===== src/rtl/fetch_queue_pkg.sv =====
// fetch_queue_pkg: shared fetch-line geometry and storage layout for the fetch queue.
//   LINE_W / SLOTS / INSTR_W / PC_W - line, slot-count, instruction and address widths
//   fq_line_t                       - one buffered line, packed in the same order as the
//                                     fetch skid buffer: {fault_page, fault_fetch, pred, pc, instr}
package fetch_queue_pkg;

  localparam int LINE_W  = 128;
  localparam int SLOTS   = 4;
  localparam int INSTR_W = 32;
  localparam int PC_W    = 32;
  localparam int SLOT_W  = $clog2(SLOTS);

  typedef logic [SLOTS-1:0][INSTR_W-1:0] fq_instr_t;

  // 1 + 1 + 4 + 32 + 128 = 166 bits per entry.
  typedef struct packed {
    logic             fault_page;
    logic             fault_fetch;
    logic [SLOTS-1:0] pred;
    logic [PC_W-1:0]  pc;
    fq_instr_t        instr;
  } fq_line_t;

  function automatic logic line_faulted(input fq_line_t line);
    return line.fault_fetch | line.fault_page;
  endfunction

endpackage


===== src/rtl/fetch_queue.sv =====
// fetch_queue: buffers DEPTH 128-bit fetch lines and hands their instructions to decode
// one 32-bit slot at a time.
//   clk_i, rst_i (async, active-high)
//   flush_i                              - branch redirect, empties the queue next cycle
//   fetch_valid_i / fetch_accept_o       - line push handshake
//   fetch_instr_i, fetch_pred_branch_i,
//   fetch_fault_fetch_i, fetch_fault_page_i, fetch_pc_i - pushed line contents
//   out_valid_o / out_accept_i           - per-instruction handshake to decode
//   out_instr_o, out_pc_o, out_pred_taken_o,
//   out_fault_fetch_o, out_fault_page_o  - presented instruction and attributes
// A faulted line presents a single entry (slot 0, instruction zero). A slot predicted
// taken ends its line; later slots of that line are dropped.
module fetch_queue
  import fetch_queue_pkg::*;
#(
  parameter int DEPTH = 2
) (
  input  logic               clk_i,
  input  logic               rst_i,
  input  logic               flush_i,
  input  logic               fetch_valid_i,
  input  logic [LINE_W-1:0]  fetch_instr_i,
  input  logic [SLOTS-1:0]   fetch_pred_branch_i,
  input  logic               fetch_fault_fetch_i,
  input  logic               fetch_fault_page_i,
  input  logic [PC_W-1:0]    fetch_pc_i,
  output logic               fetch_accept_o,
  output logic               out_valid_o,
  input  logic               out_accept_i,
  output logic [INSTR_W-1:0] out_instr_o,
  output logic [PC_W-1:0]    out_pc_o,
  output logic               out_pred_taken_o,
  output logic               out_fault_fetch_o,
  output logic               out_fault_page_o
);

  localparam int PTR_W = $clog2(DEPTH);
  localparam int CNT_W = PTR_W + 1;

  fq_line_t          mem [DEPTH];
  logic [PTR_W-1:0]  head_q;
  logic [PTR_W-1:0]  tail_q;
  logic [CNT_W-1:0]  count_q;
  logic [SLOT_W-1:0] slot_q;

  fq_line_t wr_line;
  fq_line_t head_line;
  logic     head_faulted;
  logic     push;
  logic     fire;
  logic     last_slot;
  logic     pop;
  logic     unused_pc_lo;

  assign wr_line = '{
    fault_page:  fetch_fault_page_i,
    fault_fetch: fetch_fault_fetch_i,
    pred:        fetch_pred_branch_i,
    pc:          fetch_pc_i,
    instr:       fetch_instr_i
  };

  assign head_line    = mem[head_q];
  assign head_faulted = line_faulted(head_line);

  // Line addresses are 16-byte aligned; the low bits are stored only to keep the
  // entry layout identical to the skid buffer.
  assign unused_pc_lo = ^head_line.pc[3:0];

  // No pop credit: a full queue refuses a line even if the head retires this cycle.
  assign fetch_accept_o = (count_q != CNT_W'(DEPTH));
  assign out_valid_o    = (count_q != '0) & ~flush_i;

  assign push      = fetch_valid_i & fetch_accept_o & ~flush_i;
  assign fire      = out_valid_o & out_accept_i;
  assign last_slot = (slot_q == SLOT_W'(SLOTS - 1)) | head_line.pred[slot_q] | head_faulted;
  assign pop       = fire & last_slot;

  assign out_pc_o          = {head_line.pc[PC_W-1:4], slot_q, 2'b00};
  assign out_fault_fetch_o = head_line.fault_fetch;
  assign out_fault_page_o  = head_line.fault_page;

  // NOTE: every output of an always_comb gets a default on entry so no path leaves it
  // unassigned; otherwise synthesis infers a latch.
  always_comb begin
    out_instr_o      = head_line.instr[slot_q];
    out_pred_taken_o = head_line.pred[slot_q];
    if (head_faulted) begin
      out_instr_o      = '0;
      out_pred_taken_o = 1'b0;
    end
  end

  // NOTE: line storage has no reset; the pointers and count alone decide what is
  // valid, so a reset or flush never has to touch the data array.
  always_ff @(posedge clk_i) begin
    if (push) begin
      mem[tail_q] <= wr_line;
    end
  end

  // NOTE: sequential state uses non-blocking assignments so every register samples
  // the pre-edge values regardless of statement order.
  always_ff @(posedge clk_i or posedge rst_i) begin
    if (rst_i) begin
      head_q  <= '0;
      tail_q  <= '0;
      count_q <= '0;
      slot_q  <= '0;
    end else if (flush_i) begin
      head_q  <= '0;
      tail_q  <= '0;
      count_q <= '0;
      slot_q  <= '0;
    end else begin
      // DEPTH is a power of two, so pointer wrap is natural overflow.
      if (push) begin
        tail_q <= tail_q + 1'b1;
      end
      if (pop) begin
        head_q <= head_q + 1'b1;
        slot_q <= '0;
      end else if (fire) begin
        slot_q <= slot_q + 1'b1;
      end
      if (push && !pop) begin
        count_q <= count_q + 1'b1;
      end else if (pop && !push) begin
        count_q <= count_q - 1'b1;
      end
    end
  end

endmodule


===== config.mk =====
export PLATFORM = sky130hd
export DESIGN_NAME = fetch_queue
export DESIGN_NICKNAME = d
export VERILOG_FILES = /design/src/rtl/fetch_queue_pkg.sv /design/src/rtl/fetch_queue.sv
export SDC_FILE = /design/constraint.sdc
export NUM_CORES = 1
export LEC_CHECK = 0
export ABC_AREA = 1
export CORE_ASPECT_RATIO = 0.75
export CORE_MARGIN = 2
export CORE_UTILIZATION = 29
export CTS_CLUSTER_SIZE = 30
export DETAILED_ROUTE_END_ITERATION = 10
export PLACE_DENSITY = 0.49
export SLEW_MARGIN = 20
export SYNTH_ARGS = -nofsm -noshare
export SYNTH_HDL_FRONTEND = slang
export SYNTH_SLANG_ARGS = --single-unit

===== constraint.sdc =====
create_clock -name clk_i -period 7.76 [get_ports clk_i]
set_input_delay 1.552 -clock clk_i [delete_from_list [all_inputs] [get_ports clk_i]]
set_output_delay 1.552 -clock clk_i [all_outputs]
set_load 0.1 [all_outputs]

==> results of run 1 <==
[worst max-delay path, delay by kind of cell (launching register included)]
| kind | cells | cell delay (ns) |
|---|---|---|
| compound gates | 2 | 0.29 |
| flops | 1 | 0.64 |
| buf+inv | 3 | 2.23 |
| simple gates | 2 | 0.30 |
[worst paths after layout]
check                      slack [ns]  cells past startpoint               to       start
min in group asynchronous        1.24                      2       count_q[1]       rst_i
max in group asynchronous        6.29                      2           head_q       rst_i
min                              0.54                      2       count_q[1]  count_q[1]
max                              2.02                      7  out_instr_o[24]      head_q
min reg2reg                      0.54                      2       count_q[1]  count_q[1]
max reg2reg                      5.21                      8      mem[0][142]  count_q[0]
[cell families after synthesis]
family | count (synthesis) | share of synthesized area, %
AO/OA/AOI/OAI | 233 | 9.772
adder cells (fa/ha/maj) | 1 | 0.09790
buffers and inverters | 84 | 3.075
flip-flops | 330 | 77.31
other | 1 | 0.02935
AND/OR/NAND/NOR | 323 | 9.713
[metrics by stage]
stage | utilization [%] | worst slack [ns]
floorplan | - | 1.229
global placement | 36.08 | 2.482
detailed placement | 36.08 | 2.480
CTS | 38.53 | 1.886
global route | 38.53 | 1.745
finish | 38.54 | 2.019
[per-layer routing]
layer  up-vias  track usage, %  share of wire, %
met5         -               0              0.25
met1      3986           19.45                43
met3        65           4.513               7.4
met2       202           24.36                48
met4        12           4.072               2.0
li1       3975               -                 -
[layout by cell type (no fill, tap or decap)]
cell / n
inv_2: 1
clkdlybuf4s50_1: 233
edfxtp_1: 324
dfrtp_4: 1
a21oi_1: 2
clkinv_2: 4
buf_4: 15
nor2_2: 1
bufinv_16: 1
o22ai_1: 64
nand3_1: 9
conb_1: 2
clkinv_1: 9
clkbuf_16: 37
nor2_1: 197
nor2_4: 2
nand4_1: 2
inv_6: 3
nand2_2: 4
nand2_1: 108
clkbuf_1: 7
clkinv_4: 1
diode_2: 2
o21bai_1: 1
clkinvlp_4: 1
o21ai_1: 22
ha_1: 1
dfrtp_2: 2
inv_1: 20
dfrtp_1: 3
o21ai_0: 144
[layout make-up]
| type | count | share of cell area [%] |
|---|---|---|
| antenna | 2 | 0.02990 |
| tap | 578 | 4.320 |
| inverter | 23 | 0.5531 |
| clock buffer | 44 | 5.688 |
| timing repair buffer | 248 | 14.60 |
| sequential | 330 | 59.05 |
| multi-input combinational | 559 | 15.08 |
| clock inverter | 17 | 0.6726 |
[power groups by stage]
stage	registers [mW]	clock network, mW	logic (mW)
finish	2.17	1.58	1.19
global route	2.18	1.71	1.27
CTS	2.17	1.64	1.21
detailed placement	2.21	0	1.21
global placement	2.21	0	1.21
floorplan	2.21	0	0.833
[sequential cells by signal, summed over array words and instances, names as in the netlist]
| register | cells |
|---|---|
| count_q | 2 |
| head_q | 1 |
| mem | 324 |
| slot_q | 2 |
| tail_q | 1 |
==> impl_summary.txt, run 1 <==
----------------------------------------------------
[Synth]
  Number of flops mapped to enable cells by yosys ... 324
  Post-Synthesis Cells ... 972
  Area share of the largest cell type after synthesis ... 76.14%
  Largest area contributor in the netlist ... edfxtp_1
  Sequential share of the synthesized area ... 77.31%
  Synthesized flop and latch total ... 330
  Netlist Area Pre-Place ... 12780 um2
  Dominant cell by count in the synthesized netlist ... edfxtp_1
  Most frequently used flop master after synthesis ... edfxtp_1
  Async S/R FF share, synth ... 1.818%
  Post-synth cell types ... 24
  Most used standard cells in the synthesized netlist ... edfxtp_1 (324), nor2_1 (199), o21ai_0 (144), nand2_1 (108), o22ai_1 (64)
  Cell types occupying the most area after synthesis ... edfxtp_1 (76%), nor2_1 (5.8%), o21ai_0 (5.6%), nand2_1 (3.2%), o22ai_1 (3.1%)
  Total of warnings raised by yosys ... 0
  Post-Synthesis Mean Instance Area ... 13.15 um2

[Routing]
  Initial DRC count ... 462
  Avg WL per Cell ... 19.18 um
  Final wirelength ... 34540 um
  Number of nets with antenna violations after detailed routing ... 0
  TritonRoute pass-1 iters ... 5
  Post-detailed-route via-to-cell ratio ... 4.575
  Total number of vias ... 8240
  Residual DRC ... 0

[Placed design]
  Post-DP HPWL ... 20960 um
  Cells after DPL ... 1738
  Number of buffer cells added on primary ports ... 233
  Placement Cell Area ... 15670 um2
  RD Place Congestion ... 0.7483

[Clocking]
  TritonCTS clock tree ... yes
  Maximum clock insertion buffer count ... 3
  Buffers inserted during post-CTS setup optimization ... 0
  Clk slew on worst S/H paths ... 0.05 ns
  Clock latency on the worst-skew pair ... 0.53 ns
  Num Clock Sinks ... 330
  Hold Buf Count CTS ... 0
  Cell chosen for the clock root ... clkbuf_16
  Number of buffers added by the clock tree synthesis step ... 36
  Total of cells resized after clock tree synthesis ... 0
  H-Tree Level Count ... 2

[Power and ir drop]
  Proportion of power drawn by combinational gates ... 24.1%
  Internal power ... 3.329 mW
  Power density cells ... 295.0 nW/um2
  Overall Power ... 4.939 mW
  Share of power burned in registers ... 43.9%
  Leakage power summed over all cells ... 5.720 nW
  Switching share of power ... 32.59%
  Switching power ... 1.610 mW
  Worst voltage drop across the vdd grid ... 0.0001659 V
  Proportion of power drawn by the clock network ... 32.0%

[Floorplanning]
  Area enclosed by the die boundary ... 45780 um2
  Horizontal extent of the die ... 246.4 um
  Initial Utilization ... 29.42%
  Core outline area ... 43440 um2
  Number of top-level design ports ... 240
  Row count ... 66
  Chip Height ... 185.8 um

[Setup path]
  Worst Path Required ... 6.21 ns
  Arr. time, crit path ... 4.19 ns
  Class of the most critical setup path ... reg -> out
  Peak fanout along the critical path ... 109
  Max stage delay cell, worst path ... clkdlybuf4s50_1
  Longest individual stage delay on the worst path ... 1.16 ns
  Endpoint class of the critical path ... output port
  Critical path's most frequent cell ... nor2_1
  Chain of cells forming the critical path ... inv_6 -> buf_4 -> o21ai_0 -> o22ai_1 -> nor2_1 -> nor2_1 -> clkdlybuf4s50_1
  Critical path startpoint category ... flop

[GRT]
  Largest net degree at the start of global routing ... 110
  Global-route congestion overflow total ... 0
  Wire length of the first global-routing pass ... 51050 um
  Number of antenna violations at the first check in global routing ... 7
  Total routing usage reported by global routing ... 14.97%
  Via count of the first global-routing pass ... 8388

[Timing]
  Number of max-slew violations in the final report ... 0
  Worst hold slack ... 0.5423 ns
  Tightest Pin Transition ... 1.074 ns
  Min Clock Period, post-route ... 5.741 ns
  Setup repair after global routing missed its margin ... no
  Final hold violations ... 0
  Final period utilization ... 73.98%
  Total Negative Setup Slacks ... 0 ns
  Maximum clock frequency ... 174.2 MHz
  Max transition margin ... 28.17%
  Final number of setup-violating endpoints ... 0
  Setup Skew ... 0.01784 ns

[Final layout]
  Layout cell share with drive strength beyond 1 ... 5.979%
  Net count of the finished layout ... 1370
  Storage element area ... 9886 um2
  Number of standard cells in the layout, taps in and fillers out ... 1801
  Filler cell count in the final layout ... 4219
  Final cell area excluding filler cells ... 16740 um2
  Layout overhead on the synthesized area ... 31.01%
  Area taken by multi-input logic gates ... 2525 um2

[Status]
  Outcome ... complete, no violations

[Flow run]
  Number of max-cap violations ... 0

[Worst hold path]
  Path class of the lowest-slack min-delay path ... reg -> reg

----------------------------------------------------
(Power assumes the default switching activity.)
==> run 2, diff against run 1 <==
- PLACE_DENSITY: 0.49 -> 0.48
- clock period: 7.76 -> 5.6 ns (I/O delays scaled with it)
==> run 2 against run 1 <==
Wire length rose by 1.2%. Count of clock-buffer cells in the layout did not move. Worst hold slack got worse by 0.0068 ns. Cell count barely moved. Via count rose by 0.69%. Critical path type unchanged. Highest routed layer unchanged.
==> impl_summary.txt, run 2 (synthesized netlist as in run 1, its figures left out) <==
----------------------------------------------------
[Final layout]
  Registers with the most flip-flops ... mem x324, count_q x2, slot_q x2
  Net count of the finished layout ... 1369 (-0.073%)
  Final core utilization ... 38.52% (about the same)
  Highest-count cells in the layout ignoring fill and taps ... edfxtp_1 (324), nor2_1 (197), clkdlybuf4s50_1 (172)
  Storage element area ... 9886 um2 (unchanged)
  Filler cell count in the final layout ... 4261 (+1.0%)
  Most common cell after layout, fill and taps aside ... edfxtp_1
  Register bank with the most flops ... mem
  Layout overhead on the synthesized area ... 30.92% (about the same)
  Area taken by multi-input logic gates ... 2525 um2 (unchanged)
  Flip-flop count of the largest register, all copies and words added ... 324 (unchanged)
  Final cell area excluding filler cells ... 16730 um2 (about the same)
  Layout cell share with drive strength beyond 1 ... 11.54% (+5.6 points)
  Number of standard cells in the layout, taps in and fillers out ... 1802 (+0.056%)

[Routing]
  Total number of vias ... 8297 (+0.69%)
  Topmost layer with routed signal wires ... met5
  Met3 wire length ... 2239 um (-13%)
  Post-detailed-route via-to-cell ratio ... 4.604 (+0.64%)
  Final wirelength ... 34960 um (+1.2%)
  Initial DRC count ... 422 (-8.7%)
  Residual DRC ... 0 (unchanged)
  TritonRoute pass-1 iters ... 5 (unchanged)
  Number of nets with antenna violations after detailed routing ... 0 (unchanged)
  Met2 wirelength from detailed routing ... 16620 um (+1.3%)
  Met1 routed wirelength after detailed routing ... 15300 um (+3.6%)
  Avg WL per Cell ... 19.40 um (+1.2%)

[Placed design]
  Placement Cell Area ... 15540 um2 (-0.81%)
  Placement Setup Slack ... 1.537 ns (-0.9423 ns)
  RD Place Congestion ... 0.7719 (+3.2%)
  Number of buffer cells added on primary ports ... 233 (unchanged)
  Post-DP HPWL ... 20920 um (-0.20%)
  Cells after DPL ... 1737 (-0.058%)

[Setup path]
  Crit path buffers/inverters ... 3 (unchanged)
  Chain of cells forming the critical path ... inv_4 -> buf_4 -> nor2_1 -> o22ai_1 -> o21ai_1 -> nor2_1 -> buf_4
  Critical path startpoint category ... flop
  Arr. time, crit path ... 3.49 ns (-0.70 ns)
  Max stage delay cell, worst path ... inv_4
  Dominant delay contributor by cell family on the critical path ... buffers and inverters
  Endpoint class of the critical path ... output port
  Peak fanout along the critical path ... 85 (-22%)
  Class of the most critical setup path ... reg -> out
  Longest individual stage delay on the worst path ... 0.81 ns (-0.35 ns)
  Worst Path Required ... 4.48 ns (-1.73 ns)

[Clocking]
  Total of cells resized after clock tree synthesis ... 0 (unchanged)
  Num Clock Sinks ... 330 (unchanged)
  Maximum clock insertion buffer count ... 3 (unchanged)
  TritonCTS clock tree ... yes
  Clock latency on the worst-skew pair ... 0.54 ns (about the same)
  Hold Buf Count CTS ... 0 (unchanged)
  Cell chosen for the clock root ... clkbuf_16
  Buffers inserted during post-CTS setup optimization ... 0 (unchanged)
  H-Tree Level Count ... 2 (unchanged)
  Clk slew on worst S/H paths ... 0.06 ns (about the same)
  Number of buffers added by the clock tree synthesis step ... 36 (unchanged)

[Timing]
  Max transition margin ... 30.07% (+1.9 points)
  Number of max-slew violations in the final report ... 0 (unchanged)
  Final period utilization ... 82.41%
  Maximum clock frequency ... 216.7 MHz
  Min Clock Period, post-route ... 4.615 ns
  Final number of setup-violating endpoints ... 0 (unchanged)
  Setup Skew ... 0.02433 ns (+0.006483 ns)
  Tightest Pin Transition ... 1.049 ns (-0.02503 ns)
  Least setup slack across all paths after layout ... 0.9851 ns (-1.034 ns)
  Total Negative Setup Slacks ... 0 ns (unchanged)
  Final hold violations ... 0 (unchanged)
  Worst hold slack ... 0.5355 ns (-0.006758 ns)
  Setup repair after global routing missed its margin ... no

[Power and ir drop]
  Worst voltage drop across the vdd grid ... 0.0002455 V (+48%)
  Power density cells ... 419.2 nW/um2 (+42%)
  Proportion of power drawn by combinational gates ... 23.2% (-0.9 points)
  Leakage power summed over all cells ... 5.865 nW (+2.5%)
  Switching share of power ... 32.49% (-0.11 points)
  Switching power ... 2.279 mW (+42%)
  Overall Power ... 7.014 mW (+42%)
  Share of power burned in registers ... 43.0% (-0.9 points)
  Proportion of power drawn by the clock network ... 33.8% (+1.8 points)
  Internal power ... 4.735 mW (+42%)

[Floorplanning]
  Row count ... 66 (unchanged)
  Core outline area ... 43440 um2 (unchanged)
  Initial Utilization ... 29.42% (unchanged)
  Horizontal extent of the die ... 246.4 um (unchanged)
  Chip Height ... 185.8 um (unchanged)
  Number of top-level design ports ... 240 (unchanged)
  Area enclosed by the die boundary ... 45780 um2 (unchanged)

[Flow run]
  Number of max-cap violations ... 0 (unchanged)

[Worst hold path]
  Path class of the lowest-slack min-delay path ... reg -> reg

[GRT]
  Global-route congestion overflow total ... 0 (unchanged)
  Number of antenna violations at the first check in global routing ... 9 (+2)
  Total routing usage reported by global routing ... 15.12% (+0.14 points)
  Largest net degree at the start of global routing ... 163 (+48%)
  Wire length of the first global-routing pass ... 51410 um (+0.70%)
  Via count of the first global-routing pass ... 8390 (+0.024%)

[Status]
  Outcome ... complete, no violations

----------------------------------------------------
[run 2: changes by cell type in the layout (fill, tap and decap cells not counted), moves of 2 or more]
cell | previous run | this run
clkdlybuf4s50_1 | 233 | 172
buf_4 | 15 | 72
buf_12 | 0 | 3
clkbuf_1 | 7 | 4
clkbuf_8 | 0 | 3
clkinv_1 | 9 | 6
inv_6 | 3 | 0
bufinv_16 | 1 | 3
clkinv_2 | 4 | 6
inv_16 | 0 | 2
[run 2: final timing paths]
check                           start             end  slack [ns]  cells after the start
min reg2reg                count_q[1]      count_q[1]        0.54                      2
max in group asynchronous       rst_i          head_q        4.56                      2
max reg2reg                    head_q          head_q        2.64                     10
max                            head_q  out_instr_o[6]        0.99                      7
min in group asynchronous       rst_i          head_q        0.80                      2
min                        count_q[1]      count_q[1]        0.54                      2
[run 2: power by group through the flow]
| stage | clock network, mW | logic, mW | registers, mW |
|---|---|---|---|
| 3_5_place_dp | 0 | 1.65 | 3.07 |
| 3_3_place_gp | 0 | 1.65 | 3.06 |
| 4_1_cts | 2.44 | 1.66 | 3.02 |
| 2_1_floorplan | 0 | 1.15 | 3.07 |
| 6_report | 2.37 | 1.63 | 3.01 |
| 5_1_grt | 2.54 | 1.74 | 3.03 |
[run 2: metal layers]
layer	GRT usage, %	vias up
li1	-	3967
met5	0	-
met2	25.18	194
met1	19.37	4063
met3	4.167	59
met4	4.193	14
[run 2: final cells by class]
cell class	instances	area share, %
multi-input cells	559	15.09
diodes	2	0.02992
well taps	578	4.323
inverters	23	0.5310
repair buffers	247	13.88
flip-flops and latches	330	59.09
clock inverters	19	1.182
clock buffers	44	5.871
[run 2: worst reg2reg max path, delay by kind of cell, from the launching register on]
kind | cells | cell delay (ns)
AOI/OAI and AO/OA | 1 | 0.08
buffers and inverters | 2 | 1.28
DFF | 1 | 0.72
and+or+nand+nor | 7 | 0.81
==> run 3, diff against run 2 <==
- clock period: 5.6 -> 4.3 ns (I/O delays scaled with it)
==> run 3 against run 2 <==
Sequential power grew 30%. Critical path depth shrank 1. Cell area grew 3.6%. Global-route usage increased by 0.30 points. Clock skew decreased by 0.016 ns. Sequential share of layout area shrank 2.1 points. Power increased by 36%.
==> impl_summary.txt, run 3 (synthesized netlist as in run 1, its figures left out) <==
----------------------------------------------------
[Timing]
  Min Clock Period, post-route ... 3.957 ns
  Final number of setup-violating endpoints ... 0 (unchanged)
  Setup Skew ... 0.008494 ns (-0.01583 ns)
  Tightest Pin Transition ... 0.9675 ns (-0.08150 ns)
  Number of max-slew violations in the final report ... 0 (unchanged)
  Setup repair after global routing missed its margin ... no
  Maximum clock frequency ... 252.7 MHz
  Max transition margin ... 35.30% (+5.2 points)
  Total Negative Setup Slacks ... 0 ns (unchanged)
  Final period utilization ... 92.02%
  Final hold violations ... 0 (unchanged)

[Final layout]
  Flip-flop count of the largest register, all copies and words added ... 324 (unchanged)
  Area taken by multi-input logic gates ... 2527 um2 (about the same)
  Highest-count cells in the layout ignoring fill and taps ... edfxtp_1 (324), nor2_1 (197), clkdlybuf4s50_1 (168)
  Storage element area ... 9884 um2 (about the same)
  Net count of the finished layout ... 1372 (+0.22%)
  Registers with the most flip-flops ... mem x324, count_q x2, slot_q x2
  Number of standard cells in the layout, taps in and fillers out ... 1811 (+0.50%)
  Most common cell after layout, fill and taps aside ... edfxtp_1
  Register bank with the most flops ... mem
  Layout cell share with drive strength beyond 1 ... 12.37% (+0.83 points)
  Layout overhead on the synthesized area ... 35.70%
  Filler cell count in the final layout ... 4152 (-2.6%)
  Final core utilization ... 39.92% (+1.4 points)

[Worst hold path]
  Hold Path Sink ... count_q[1]
  Path class of the lowest-slack min-delay path ... reg -> reg
  Hold path startpoint ... count_q[1]
  Number of cells traversed by the worst hold path ... 2 (unchanged)

[GRT]
  Global-route congestion overflow total ... 0 (unchanged)
  Via count of the first global-routing pass ... 8224 (-2.0%)
  Busiest layer in global routing ... met2
  Met2 routing resource usage after global routing ... 22.91% (-2.3 points)
  Met1 Usage GRT ... 22.45% (+3.1 points)
  Number of antenna violations at the first check in global routing ... 5 (-4)
  Total routing usage reported by global routing ... 15.41% (+0.30 points)
  Largest net degree at the start of global routing ... 98 (-40%)
  Wire length of the first global-routing pass ... 52410 um (+1.9%)
  Met3 routing resource usage after global routing ... 3.676% (-0.49 points)

[Routing]
  Total number of vias ... 8279 (-0.22%)
  Residual DRC ... 0 (unchanged)
  Post-detailed-route via-to-cell ratio ... 4.572 (-0.71%)
  Number of nets with antenna violations after detailed routing ... 0 (unchanged)
  Initial DRC count ... 564 (+34%)
  Final wirelength ... 35550 um (+1.7%)
  Avg WL per Cell ... 19.63 um (+1.2%)
  TritonRoute pass-1 iters ... 5 (unchanged)

[Setup path]
  Depth of the worst register-to-register path ... 11 (+1)
  Longest individual stage delay on the worst path ... 0.67 ns (-0.14 ns)
  Arr. time, crit path ... 3.10 ns (-0.39 ns)
  Peak fanout along the critical path ... 53 (-38%)
  Class of the most critical setup path ... reg -> out
  Critical path startpoint category ... flop
  Worst Path Required ... 3.44 ns (-1.04 ns)
  Endpoint class of the critical path ... output port
  Chain of cells forming the critical path ... buf_4 -> o21ai_0 -> o22ai_1 -> o21ai_1 -> nor2_1 -> buf_12
  Terminus of the critical flop-to-flop path ... count_q[1]
  Critical path startpoint ... head_q
  Origin of the critical flop-to-flop path ... head_q
  Max stage delay cell, worst path ... dfrtp_4
  R2R Setup Slk ... 1.96 ns (-0.68 ns)

[Placed design]
  Number of buffer cells added on primary ports ... 233 (unchanged)
  RD Place Congestion ... 0.7311 (-5.3%)
  Post-DP HPWL ... 22260 um (+6.4%)
  Cells after DPL ... 1739 (+0.12%)

[Power and ir drop]
  Share of power burned in registers ... 41.0% (-2.0 points)
  Leakage power summed over all cells ... 6.059 nW (+3.3%)
  Internal power ... 6.496 mW (+37%)
  Worst voltage drop across the vdd grid ... 0.0002965 V (+21%)
  Overall Power ... 9.543 mW (+36%)
  Switching power ... 3.047 mW (+34%)
  Proportion of power drawn by combinational gates ... 24.8% (+1.6 points)
  Power density cells ... 550.3 nW/um2 (+31%)
  Proportion of power drawn by the clock network ... 34.2% (+0.4 points)
  Switching share of power ... 31.92% (-0.56 points)

[Clocking]
  Hold Buf Count CTS ... 0 (unchanged)
  Num Clock Sinks ... 330 (unchanged)
  Clk slew on worst S/H paths ... 0.07 ns (about the same)
  Maximum clock insertion buffer count ... 3 (unchanged)
  Total of cells resized after clock tree synthesis ... 0 (unchanged)
  Number of buffers added by the clock tree synthesis step ... 37 (+2.8%)
  Cell chosen for the clock root ... clkbuf_16
  Buffers inserted during post-CTS setup optimization ... 0 (unchanged)
  TritonCTS clock tree ... yes
  Clock latency on the worst-skew pair ... 0.52 ns (-0.02 ns)
  H-Tree Level Count ... 2 (unchanged)

[Floorplanning]
  Area enclosed by the die boundary ... 45780 um2 (unchanged)
  Initial Utilization ... 29.42% (unchanged)
  Row count ... 66 (unchanged)
  Chip Height ... 185.8 um (unchanged)
  Core outline area ... 43440 um2 (unchanged)
  Horizontal extent of the die ... 246.4 um (unchanged)
  Number of top-level design ports ... 240 (unchanged)

[Flow run]
  Number of max-cap violations ... 0 (unchanged)

[Status]
  Outcome ... complete, no violations

----------------------------------------------------
==> run 3: cell type report <==
cell class                      instances  share of cell area (%)
Sequential cell                       330                   57.00
Timing Repair Buffer                  249                   16.38
Multi-Input combinational cell        559                   14.58
Clock buffer                           46                   5.895
Tap cell                              578                   4.171
Clock inverter                         22                   1.385
Inverter                               23                  0.5339
Antenna cell                            4                 0.05772
==> run 3: how the worst max path moves through the flow <==
stage	end	slack, ns
after floorplan	mem[0][0]	0.24
after global placement	out_instr_o[26]	0.84
after detailed placement	out_instr_o[30]	0.84
after CTS	out_instr_o[26]	0.27
after global routing	out_instr_o[26]	0.14
final	out_instr_o[10]	0.34
==> run 3: critical path: cells and delay by family (launching register included) <==
family | cells | cell delay (ns)
AO/OA/AOI/OAI | 3 | 0.83
AND/OR/NAND/NOR | 1 | 0.23
flip-flops | 1 | 0.67
buffers and inverters | 2 | 0.76
==> run 3: routing by layer <==
| layer | up-vias | wire length (um) |
|---|---|---|
| li1 | 3979 | - |
| met1 | 4075 | 17140 |
| met2 | 179 | 15730 |
| met3 | 46 | 1997 |
| met4 | 0 | 681 |
| met5 | - | 0 |
==> run 3: stage by stage <==
stage | hold WS, ns | setup slack [ns] | instance area [um2]
3_5_place_dp | 0.5512 | 0.8434 | 16060
4_1_cts | 0.5590 | 0.2672 | 17330
6_report | 0.5583 | 0.3430 | 17340
5_1_grt | 0.5930 | 0.1360 | 17330
3_3_place_gp | 0.5420 | 0.8375 | 16060
2_1_floorplan | 0.5086 | 0.2442 | 12800
==> run 3: power groups by stage <==
stage	Clock, mW	Sequential (mW)	Combinational [mW]
2_1_floorplan	0	3.98	1.51
3_3_place_gp	0	3.98	2.39
3_5_place_dp	0	3.98	2.39
4_1_cts	3.36	3.92	2.40
5_1_grt	3.48	3.94	2.52
6_report	3.26	3.92	2.37
